File: src/rtl/hwpe_stream_tcdm_load_streamer_sidech_if.sv
// TCDM request/response bus and HWPE stream interfaces used by the load streamer.
interface hwpe_stream_intf_tcdm #(
  parameter int unsigned ADDR_WIDTH = 32
);
  logic                  req;
  logic                  gnt;
  logic [ADDR_WIDTH-1:0] add;
  logic                  wen;
  logic [3:0]            be;
  logic [31:0]           data;
  logic [31:0]           r_data;
  logic                  r_valid;

  modport master (output req, add, wen, be, data, input gnt, r_data, r_valid);
  modport slave  (input req, add, wen, be, data, output gnt, r_data, r_valid);
endinterface

interface hwpe_stream_intf_stream #(
  parameter int unsigned DATA_WIDTH = 32
);
  logic                    valid;
  logic                    ready;
  logic [DATA_WIDTH-1:0]   data;
  logic [DATA_WIDTH/8-1:0] strb;

  modport source (output valid, data, strb, input ready);
  modport sink   (input valid, data, strb, output ready);
endinterface

File: src/rtl/hwpe_stream_tcdm_load_streamer_sidech.sv
// Strided TCDM read-request generator with side-channel tagging and an
// outstanding-credit limit; responses are passed through as an HWPE stream.
module hwpe_stream_tcdm_load_streamer_sidech #(
  parameter int unsigned ADDR_WIDTH      = 32,
  parameter int unsigned CNT_WIDTH       = 16,
  parameter int unsigned MAX_OUTSTANDING = 8,
  parameter int unsigned SIDECH_WIDTH    = 4
) (
  input  logic                    clk_i,
  input  logic                    rst_i,
  input  logic                    clear_i,
  input  logic                    start_i,
  input  logic [ADDR_WIDTH-1:0]   base_addr_i,
  input  logic [ADDR_WIDTH-1:0]   stride_i,
  input  logic [CNT_WIDTH-1:0]    len_i,
  input  logic [SIDECH_WIDTH-2:0] tag_i,
  output logic                    busy_o,
  output logic                    done_o,
  hwpe_stream_intf_tcdm.master    tcdm,
  output logic [SIDECH_WIDTH-1:0] sidech_o,
  input  logic [SIDECH_WIDTH-1:0] sidech_i,
  output logic                    ready_o,
  hwpe_stream_intf_stream.source  stream,
  output logic                    last_o,
  output logic [SIDECH_WIDTH-2:0] tag_o
);

  localparam int unsigned OUT_WIDTH = $clog2(MAX_OUTSTANDING + 1);

  typedef enum logic [1:0] {IDLE, ISSUE, DRAIN} state_e;

  state_e                  state_q, state_d;
  logic [ADDR_WIDTH-1:0]   addr_q, addr_d;
  logic [ADDR_WIDTH-1:0]   stride_q, stride_d;
  logic [CNT_WIDTH-1:0]    len_q, len_d;
  logic [SIDECH_WIDTH-2:0] tag_q, tag_d;
  logic [CNT_WIDTH-1:0]    issued_q, issued_d;
  logic [CNT_WIDTH-1:0]    consumed_q, consumed_d;
  logic [OUT_WIDTH-1:0]    outstanding_q, outstanding_d;
  logic                    done_q, done_d;

  logic req;
  logic gnt_fire;
  logic rsp_fire;
  logic last_issue;

  // Request qualification and response passthrough.
  always_comb begin
    req        = (state_q == ISSUE) && (outstanding_q < OUT_WIDTH'(MAX_OUTSTANDING));
    gnt_fire   = req & tcdm.gnt;
    rsp_fire   = tcdm.r_valid & stream.ready;
    last_issue = (issued_q == (len_q - CNT_WIDTH'(1)));
  end

  assign tcdm.req     = req;
  assign tcdm.add     = addr_q;
  assign tcdm.wen     = 1'b1;
  assign tcdm.be      = '1;
  assign tcdm.data    = '0;
  assign sidech_o     = {tag_q, last_issue};

  assign stream.valid = tcdm.r_valid;
  assign stream.data  = tcdm.r_data;
  assign stream.strb  = '1;
  assign ready_o      = stream.ready;
  assign last_o       = sidech_i[0];
  assign tag_o        = sidech_i[SIDECH_WIDTH-1:1];

  assign busy_o       = (state_q != IDLE);
  assign done_o       = done_q;

  // Next-state, address/counter updates and completion pulse.
  always_comb begin
    state_d       = state_q;
    addr_d        = addr_q;
    stride_d      = stride_q;
    len_d         = len_q;
    tag_d         = tag_q;
    issued_d      = issued_q;
    consumed_d    = consumed_q;
    outstanding_d = outstanding_q;
    done_d        = 1'b0;

    case (state_q)
      IDLE: begin
        if (start_i) begin
          addr_d        = base_addr_i;
          stride_d      = stride_i;
          len_d         = len_i;
          tag_d         = tag_i;
          issued_d      = '0;
          consumed_d    = '0;
          outstanding_d = '0;
          state_d       = (len_i == '0) ? DRAIN : ISSUE;
        end
      end
      ISSUE: begin
        if (gnt_fire) begin
          addr_d   = addr_q + stride_q;
          issued_d = issued_q + CNT_WIDTH'(1);
          if (last_issue) state_d = DRAIN;
        end
      end
      DRAIN: begin
        if ((consumed_q + CNT_WIDTH'(rsp_fire)) == len_q) begin
          state_d = IDLE;
          done_d  = 1'b1;
        end
      end
      default: state_d = IDLE;
    endcase

    // Credit bookkeeping runs in ISSUE and DRAIN alike; a grant and a
    // consume in the same cycle cancel out.
    if (state_q != IDLE) begin
      if (rsp_fire) consumed_d = consumed_q + CNT_WIDTH'(1);
      case ({gnt_fire, rsp_fire && (outstanding_q != '0)})
        2'b10:   outstanding_d = outstanding_q + OUT_WIDTH'(1);
        2'b01:   outstanding_d = outstanding_q - OUT_WIDTH'(1);
        default: outstanding_d = outstanding_q;
      endcase
    end
  end

  // State and datapath registers with synchronous reset / soft clear.
  always_ff @(posedge clk_i) begin
    if (rst_i || clear_i) begin
      state_q       <= IDLE;
      addr_q        <= '0;
      stride_q      <= '0;
      len_q         <= '0;
      tag_q         <= '0;
      issued_q      <= '0;
      consumed_q    <= '0;
      outstanding_q <= '0;
      done_q        <= 1'b0;
    end else begin
      state_q       <= state_d;
      addr_q        <= addr_d;
      stride_q      <= stride_d;
      len_q         <= len_d;
      tag_q         <= tag_d;
      issued_q      <= issued_d;
      consumed_q    <= consumed_d;
      outstanding_q <= outstanding_d;
      done_q        <= done_d;
    end
  end

endmodule

File: src/flat_wrapper.sv
// flat-port wrapper written by rule: the top's interface ports become plain ports
module hwpe_stream_tcdm_load_streamer_sidech_flat 
#(
  parameter int unsigned ADDR_WIDTH      = 32,
  parameter int unsigned CNT_WIDTH       = 16,
  parameter int unsigned MAX_OUTSTANDING = 8,
  parameter int unsigned SIDECH_WIDTH    = 4
)
  (clk_i, rst_i, clear_i, start_i, base_addr_i, stride_i, len_i, tag_i, busy_o, done_o, sidech_o, sidech_i, ready_o, last_o, tag_o, tcdm_req, tcdm_add, tcdm_wen, tcdm_be, tcdm_data, tcdm_gnt, tcdm_r_data, tcdm_r_valid, stream_valid, stream_data, stream_strb, stream_ready);
  hwpe_stream_intf_tcdm #(.ADDR_WIDTH(ADDR_WIDTH)) tcdm_i ();
  hwpe_stream_intf_stream #(.DATA_WIDTH(32)) stream_i ();
  input  logic clk_i;
  input  logic rst_i;
  input  logic clear_i;
  input  logic start_i;
  input  logic [ADDR_WIDTH-1:0] base_addr_i;
  input  logic [ADDR_WIDTH-1:0] stride_i;
  input  logic [CNT_WIDTH-1:0] len_i;
  input  logic [SIDECH_WIDTH-2:0] tag_i;
  output logic busy_o;
  output logic done_o;
  output logic [SIDECH_WIDTH-1:0] sidech_o;
  input  logic [SIDECH_WIDTH-1:0] sidech_i;
  output logic ready_o;
  output logic last_o;
  output logic [SIDECH_WIDTH-2:0] tag_o;
  output wire logic [$bits(tcdm_i.req)-1:0] tcdm_req;
  output wire logic [$bits(tcdm_i.add)-1:0] tcdm_add;
  output wire logic [$bits(tcdm_i.wen)-1:0] tcdm_wen;
  output wire logic [$bits(tcdm_i.be)-1:0] tcdm_be;
  output wire logic [$bits(tcdm_i.data)-1:0] tcdm_data;
  input wire logic [$bits(tcdm_i.gnt)-1:0] tcdm_gnt;
  input wire logic [$bits(tcdm_i.r_data)-1:0] tcdm_r_data;
  input wire logic [$bits(tcdm_i.r_valid)-1:0] tcdm_r_valid;
  output wire logic [$bits(stream_i.valid)-1:0] stream_valid;
  output wire logic [$bits(stream_i.data)-1:0] stream_data;
  output wire logic [$bits(stream_i.strb)-1:0] stream_strb;
  input wire logic [$bits(stream_i.ready)-1:0] stream_ready;
  assign tcdm_req = tcdm_i.req;
  assign tcdm_add = tcdm_i.add;
  assign tcdm_wen = tcdm_i.wen;
  assign tcdm_be = tcdm_i.be;
  assign tcdm_data = tcdm_i.data;
  assign tcdm_i.gnt = tcdm_gnt;
  assign tcdm_i.r_data = tcdm_r_data;
  assign tcdm_i.r_valid = tcdm_r_valid;
  assign stream_valid = stream_i.valid;
  assign stream_data = stream_i.data;
  assign stream_strb = stream_i.strb;
  assign stream_i.ready = stream_ready;
  hwpe_stream_tcdm_load_streamer_sidech #(.ADDR_WIDTH(ADDR_WIDTH), .CNT_WIDTH(CNT_WIDTH), .MAX_OUTSTANDING(MAX_OUTSTANDING), .SIDECH_WIDTH(SIDECH_WIDTH)) u_core (.clk_i(clk_i), .rst_i(rst_i), .clear_i(clear_i), .start_i(start_i), .base_addr_i(base_addr_i), .stride_i(stride_i), .len_i(len_i), .tag_i(tag_i), .busy_o(busy_o), .done_o(done_o), .tcdm(tcdm_i), .sidech_o(sidech_o), .sidech_i(sidech_i), .ready_o(ready_o), .stream(stream_i), .last_o(last_o), .tag_o(tag_o));
endmodule
File: config.mk
export PLATFORM = sky130hd
export DESIGN_NAME = hwpe_stream_tcdm_load_streamer_sidech_flat
export DESIGN_NICKNAME = d
export VERILOG_FILES = /design/src/rtl/hwpe_stream_tcdm_load_streamer_sidech_if.sv /design/src/rtl/hwpe_stream_tcdm_load_streamer_sidech.sv /design/src/flat_wrapper.sv
export SDC_FILE = /design/constraint.sdc
export NUM_CORES = 1
export LEC_CHECK = 0
export ABC_AREA = 1
export CORE_UTILIZATION = 50
export DETAILED_ROUTE_END_ITERATION = 6
export PLACE_DENSITY = 0.89
export REMOVE_ABC_BUFFERS = 1
export SETUP_SLACK_MARGIN = 0.3
export SYNTH_ARGS = -nofsm -noshare
export SYNTH_HDL_FRONTEND = slang
export SYNTH_SLANG_ARGS = --single-unit
File: constraint.sdc
create_clock -name clk_i -period 2.45 [get_ports clk_i]
set_clock_uncertainty 0.1 [all_clocks]
set_input_delay 0.245 -clock clk_i [delete_from_list [all_inputs] [get_ports clk_i]]
set_output_delay 0.245 -clock clk_i [all_outputs]
set_load 0.05 [all_outputs]
[Word level (Yosys, flattened, before mapping)]
Index checks and enable logic that the tools add are counted.
Storage, ports and cells
  input port bits: 126
  flip-flop bits (word level): 122
  output and inout port bits: 118
Cells by class
  $add $sub $neg: 7
  bitwise operators: 3
  eq/ne operators: 11
  reduce and logical (&&, ||, !) cells: 15
  order comparisons: 1
  multiplexer cells: 21
Operators with widths (count)
  $mux 16: 6
  $mux 32: 2
  $pmux 32 s2: 1
  $add 16x1->16 const B: 2
  $add 32x32->32: 1
  $eq 16x16->1: 2
  $pmux 16 s2: 1
  $add 16x1->16: 1
  $logic_not 16->1: 1
  $sub 16x1->16 const B: 1
  $mux 4: 3
  $mux 2: 5
  $pmux 4 s2: 1
  $reduce_bool 2->1: 4
  $ne 2x1->1 const B: 3
  $pmux 2 s3: 1
  $reduce_and 3->1: 2
  $add 4x1->4 const B: 1
  $eq 2x1->1 const B: 2
  $eq 2x2->1 const B: 2
  $lt 4x4->1 const B: 1
  $reduce_and 4->1: 1
  $reduce_bool 4->1: 1
  $sub 4x1->4 const B: 1
  10 further kinds: 12

[Logic depth before layout (Yosys ltp)]
  word-level depth: 6
  mapped depth: 18
  gate-level depth less buffers: 18

[Least setup slack after synthesis]
OpenSTA, ideal clock, no wires.
  kind: register to register
  start point: register u_core.state_q[1]
  end point: register u_core.outstanding_q[3]
  period minus slack after synthesis: 2.677 ns
  setup slack: -0.227 ns
  cell stages (with the launch flop): 12
  data arrival time: 2.507 ns
  required time: 2.280 ns
  path buffers: 0
  path through: dfxtp_1 inv_2 nand2_2 nor2_2 nand2_1 ha_1 ha_1 a21oi_1 o21ai_0 xor2_1 or2_2 a21oi_1
Between the ends
  word-level cells in the longest chain between the ends: 6
RTL lines
  start, declared: RTL line hwpe_stream_tcdm_load_streamer_sidech.sv:32  | state_e state_q, state_d;
  start signal, assigned: RTL line hwpe_stream_tcdm_load_streamer_sidech.sv:138  | state_q <= state_d;
  $eq 2x1->1 (*): RTL line hwpe_stream_tcdm_load_streamer_sidech.sv:49  | req = (state_q == ISSUE) && (outstanding_q < OUT_WIDTH'(MAX_OUTSTANDING));
  $logic_and 1x1->1 (*): RTL line hwpe_stream_tcdm_load_streamer_sidech.sv:49
  named net tcdm_req: RTL line flat_wrapper.sv:27  | output wire logic [$bits(tcdm_i.req)-1:0] tcdm_req;
  $and 1x1->1 (*): RTL line hwpe_stream_tcdm_load_streamer_sidech.sv:50  | gnt_fire = req & tcdm.gnt;
  $eq 2x2->1 or $eq 2x1->1 (tied branches): RTL line hwpe_stream_tcdm_load_streamer_sidech.sv:117  | case ({gnt_fire, rsp_fire && (outstanding_q != '0)})
  $ne 3x1->1 (no line) or $pmux 4 s2 (tied branches)
  $reduce_and 3->1 (no line) or $mux 4 (tied branches)
  end signal, assigned: RTL line hwpe_stream_tcdm_load_streamer_sidech.sv:145  | outstanding_q <= outstanding_d;
  end, declared: RTL line hwpe_stream_tcdm_load_streamer_sidech.sv:39  | logic [OUT_WIDTH-1:0] outstanding_q, outstanding_d;
The timed path passes the listed nets; every way through them passes the cells marked *.
A chain may end at the register's enable or synchronous reset.

[Worst setup path in the final report]
  start point: register u_core.len_q[1]
  end point: output port sidech_o[0]
Between the ends
  word-level cells in the longest chain between the ends: 2
RTL lines
  start, declared: RTL line hwpe_stream_tcdm_load_streamer_sidech.sv:35  | logic [CNT_WIDTH-1:0] len_q, len_d;
  start signal, assigned: RTL line hwpe_stream_tcdm_load_streamer_sidech.sv:141  | len_q <= len_d;
  $sub 16x1->16: RTL line hwpe_stream_tcdm_load_streamer_sidech.sv:52  | last_issue = (issued_q == (len_q - CNT_WIDTH'(1)));
  $eq 16x16->1: RTL line hwpe_stream_tcdm_load_streamer_sidech.sv:52
  end, declared: RTL line flat_wrapper.sv:22  | output logic [SIDECH_WIDTH-1:0] sidech_o;
Every way passes these cells.

==> metrics.txt <==
Leak=roughly 5 nW; status=finished, violations left; Max Freq=approximately 360 MHz; FF+latch area=about 0.0025 sq mm; post-route setup slack=-318.1 ps; most common cell in the netlist=nand2_1; site row count=48; DR pass1 iterations=7; area of the multi-input gates=approximately 0.0061 sq mm; worst-path fanout max=4; fill cell count=~1.3k; pin count of the biggest net entering global routing=64; synth warn=0; Final Hold Fails=0; R2R Setup Slk=-140 ps; Synth top area share=roughly 28%; largest cells by area after synthesis=dfxtp_1 28%, nand2_1 12%, nor2_1 9.2%; number of global-route vias before repair=slightly above 9k; WS Path Type=register to primary output; DRC viols=0; Non-Filler Cell Area, Final=0.01177 sq mm; Clock Latency Late Sink=430 ps; Cell Count, Final, Fillers Out=roughly 1.7k; CTS Sinks=between 100 and 150; Total Power=6.322 mW; first-pass GRT wire length=about 45,000 um; H-tree depth=4; starting density of the core=51.20%; WHS Path Cells=3; DIE AREA=0.01825 sq mm; CTS buffer count=17; area leader, netlist=dfxtp_1; IO Port Bufs=130; Critical R2R Launch=u_core.len_q[0]$_SDFFE_PP0P_; Cell variety after synth=43; Final Cycle Share=113.0%; placed instance count=1,681; Reg clk slew, reported paths=around 60 ps; RSZ-0062 raised after global routing=yes; GRT Residual Overflow=0; final slew viol count=0; Yosys reg bits=122; CTS root buf=clkbuf_16; CTS tree=built; Max-cap violations=0; ys flop type=dfxtp_1; PwrDens=537.0 mW/mm^2; number of synthesized flops with an enable pin=0; top cells by count, synth=281 x nand2_1, 218 x nor2_1, 125 x a21oi_1; fin crit period=2768 ps; routed wire length per instance=~18 um; setup TNS=-573.5 ps; die span in x=135.1 um; post-DP HPWL=around 21,000 um; violated checks=negative setup slack; chip height=135.1 um; Top Ports=between 200 and 250; GR Util All Layers=between 30% and 40%; # diodes=0; ys async rst share=0%; via count=between 10k and 15k; area post-placement=0.01008 sq mm; post-route ant nets=0; Syn Area/Cell=6.431 sq um; core box area=0.01730 sq mm; RePlAce Congestion=between 0.9 and 1; Routed WL=about 32,000 um; Crit path required time=2110 ps; hold path endpoint=u_core.tcdm.add[0]$_SDFFE_PP0P_; Setup WS pre-CTS=-214.3 ps; worst path arrival time=around 2400 ps; RR Endpoint=u_core.state_q[0]$_SDFFE_PP0P_; Slew @ Worst Pin=589.6 ps; Clock Tree Buf Depth=2; DRT iter0 DRCs=around 970; worst-case reg-to-reg path depth=21; Critical Path End Type=primary output; share of layout cells above drive strength 1=18.82%; startpoint types=register; antenna violations before repair=0; Setup-failing EPs final=3; Syn Inst Count=~1.4k; VDD IR max=0.4165 mV; Via density=approximately 5.8; P&R area growth vs syn=32.93%; nets@finish=~1.7k; hold path startpoint=base_addr_i[0]; mapped cell area=just under 0.009 sq mm; sequential fraction of the synthesis area=~28%; worst hold path type=input pin to register; Slew HR=60.57%
## through the flow
stage	utilization, %	hold WS [ps]
floorplan	-	279.9
global placement	58.26	339.7
detailed placement	58.26	360.4
CTS	63.44	282.4
global route	68.06	301.4
finish	68.06	285.6
## timing repair
item	CTS	global route
endpoints found under the setup margin	23	28
setup buffers	14	18
pin swaps	15	53
hold buffers	0	0
gates resized for setup	48	171
## per-layer routing
layer	track usage (%)	vias to the layer above	part of all wire [%]
li1	-	4666	-
met1	39.17	4588	39
met2	51.05	682	46
met3	10.10	160	11
met4	12.80	0	4.7
met5	1.667	-	0
## sequential cells by signal (all words and copies together), names as in the netlist
signal / flops
u_core.state_q: 2
u_core.issued_q: 16
u_core.outstanding_q: 4
u_core.done_o: 1
u_core.tcdm.add: 32
u_core.len_q: 16
u_core.consumed_q: 16
u_core.tag_q: 3
u_core.stride_q: 32
## cells by family (layout without fill, tap and decap cells)
family                   Yosys count  in the layout  synth area share (%)
AND/OR/NAND/NOR                  655            655                 31.62
AO/OA/AOI/OAI                    269            269                 16.09
buffers and inverters            239            343                 13.82
flip-flops                       122            122                 27.58
XOR/XNOR                          49             49                 4.846
adder cells (fa/ha/maj)           41             41                 5.962
other                              2             41               0.08480
## worst max-delay path by stage
stage,from,depth (start not counted),end,slack [ps]
after global placement,tcdm_r_valid,19,u_core.state_q[0]$_SDFFE_PP0P_,-120
after detailed placement,stream_ready,15,u_core.state_q[1]$_SDFFE_PP0P_,-210
after CTS,u_core.len_q[1]$_SDFFE_PP0P_,10,sidech_o[0],-140
final,u_core.len_q[1]$_SDFFE_PP0P_,10,sidech_o[0],-320
after global routing,u_core.len_q[1]$_SDFFE_PP0P_,11,sidech_o[0],-320
after floorplan,rst_i,5,u_core.consumed_q[15]$_SDFF_PP0_,-1040
## placed cells by master, fill, tap and decap left out, types with 22 or more instances in the layout
cell	instances
clkdlybuf4s50_1	126
a21oi_2	22
xor2_1	26
nor2_1	195
nand2_1	245
a21oi_1	100
inv_1	109
nand3_1	59
conb_1	41
dfxtp_1	109
nand2_2	33
buf_4	49
o21ai_0	99
## cell type report
cell class              count  share of cell area (%)
clock buffers              21                   3.911
clock inverters            11                   1.435
inverters                 120                   3.847
multi-input cells        1055                   51.95
flip-flops and latches    122                   20.88
well taps                 225                   2.391
repair buffers            191                   15.58
## power by group
group          switching (mW)  internal, mW
Combinational           0.912         0.558
Sequential             0.0773          2.06
Clock                   0.967          1.75
## critical path, cell delays in order (launching register included)
cell and delay (ps):
dfxtp_2 320, buf_4 150, nor2_4 200, nand3_4 120, buf_4 160, o21ai_0 130, nand2_1 100, a31oi_1 240
nand4_1 170, nor2_2 230, buf_12 170
Note: power is estimated with default switching activity, not from simulation.
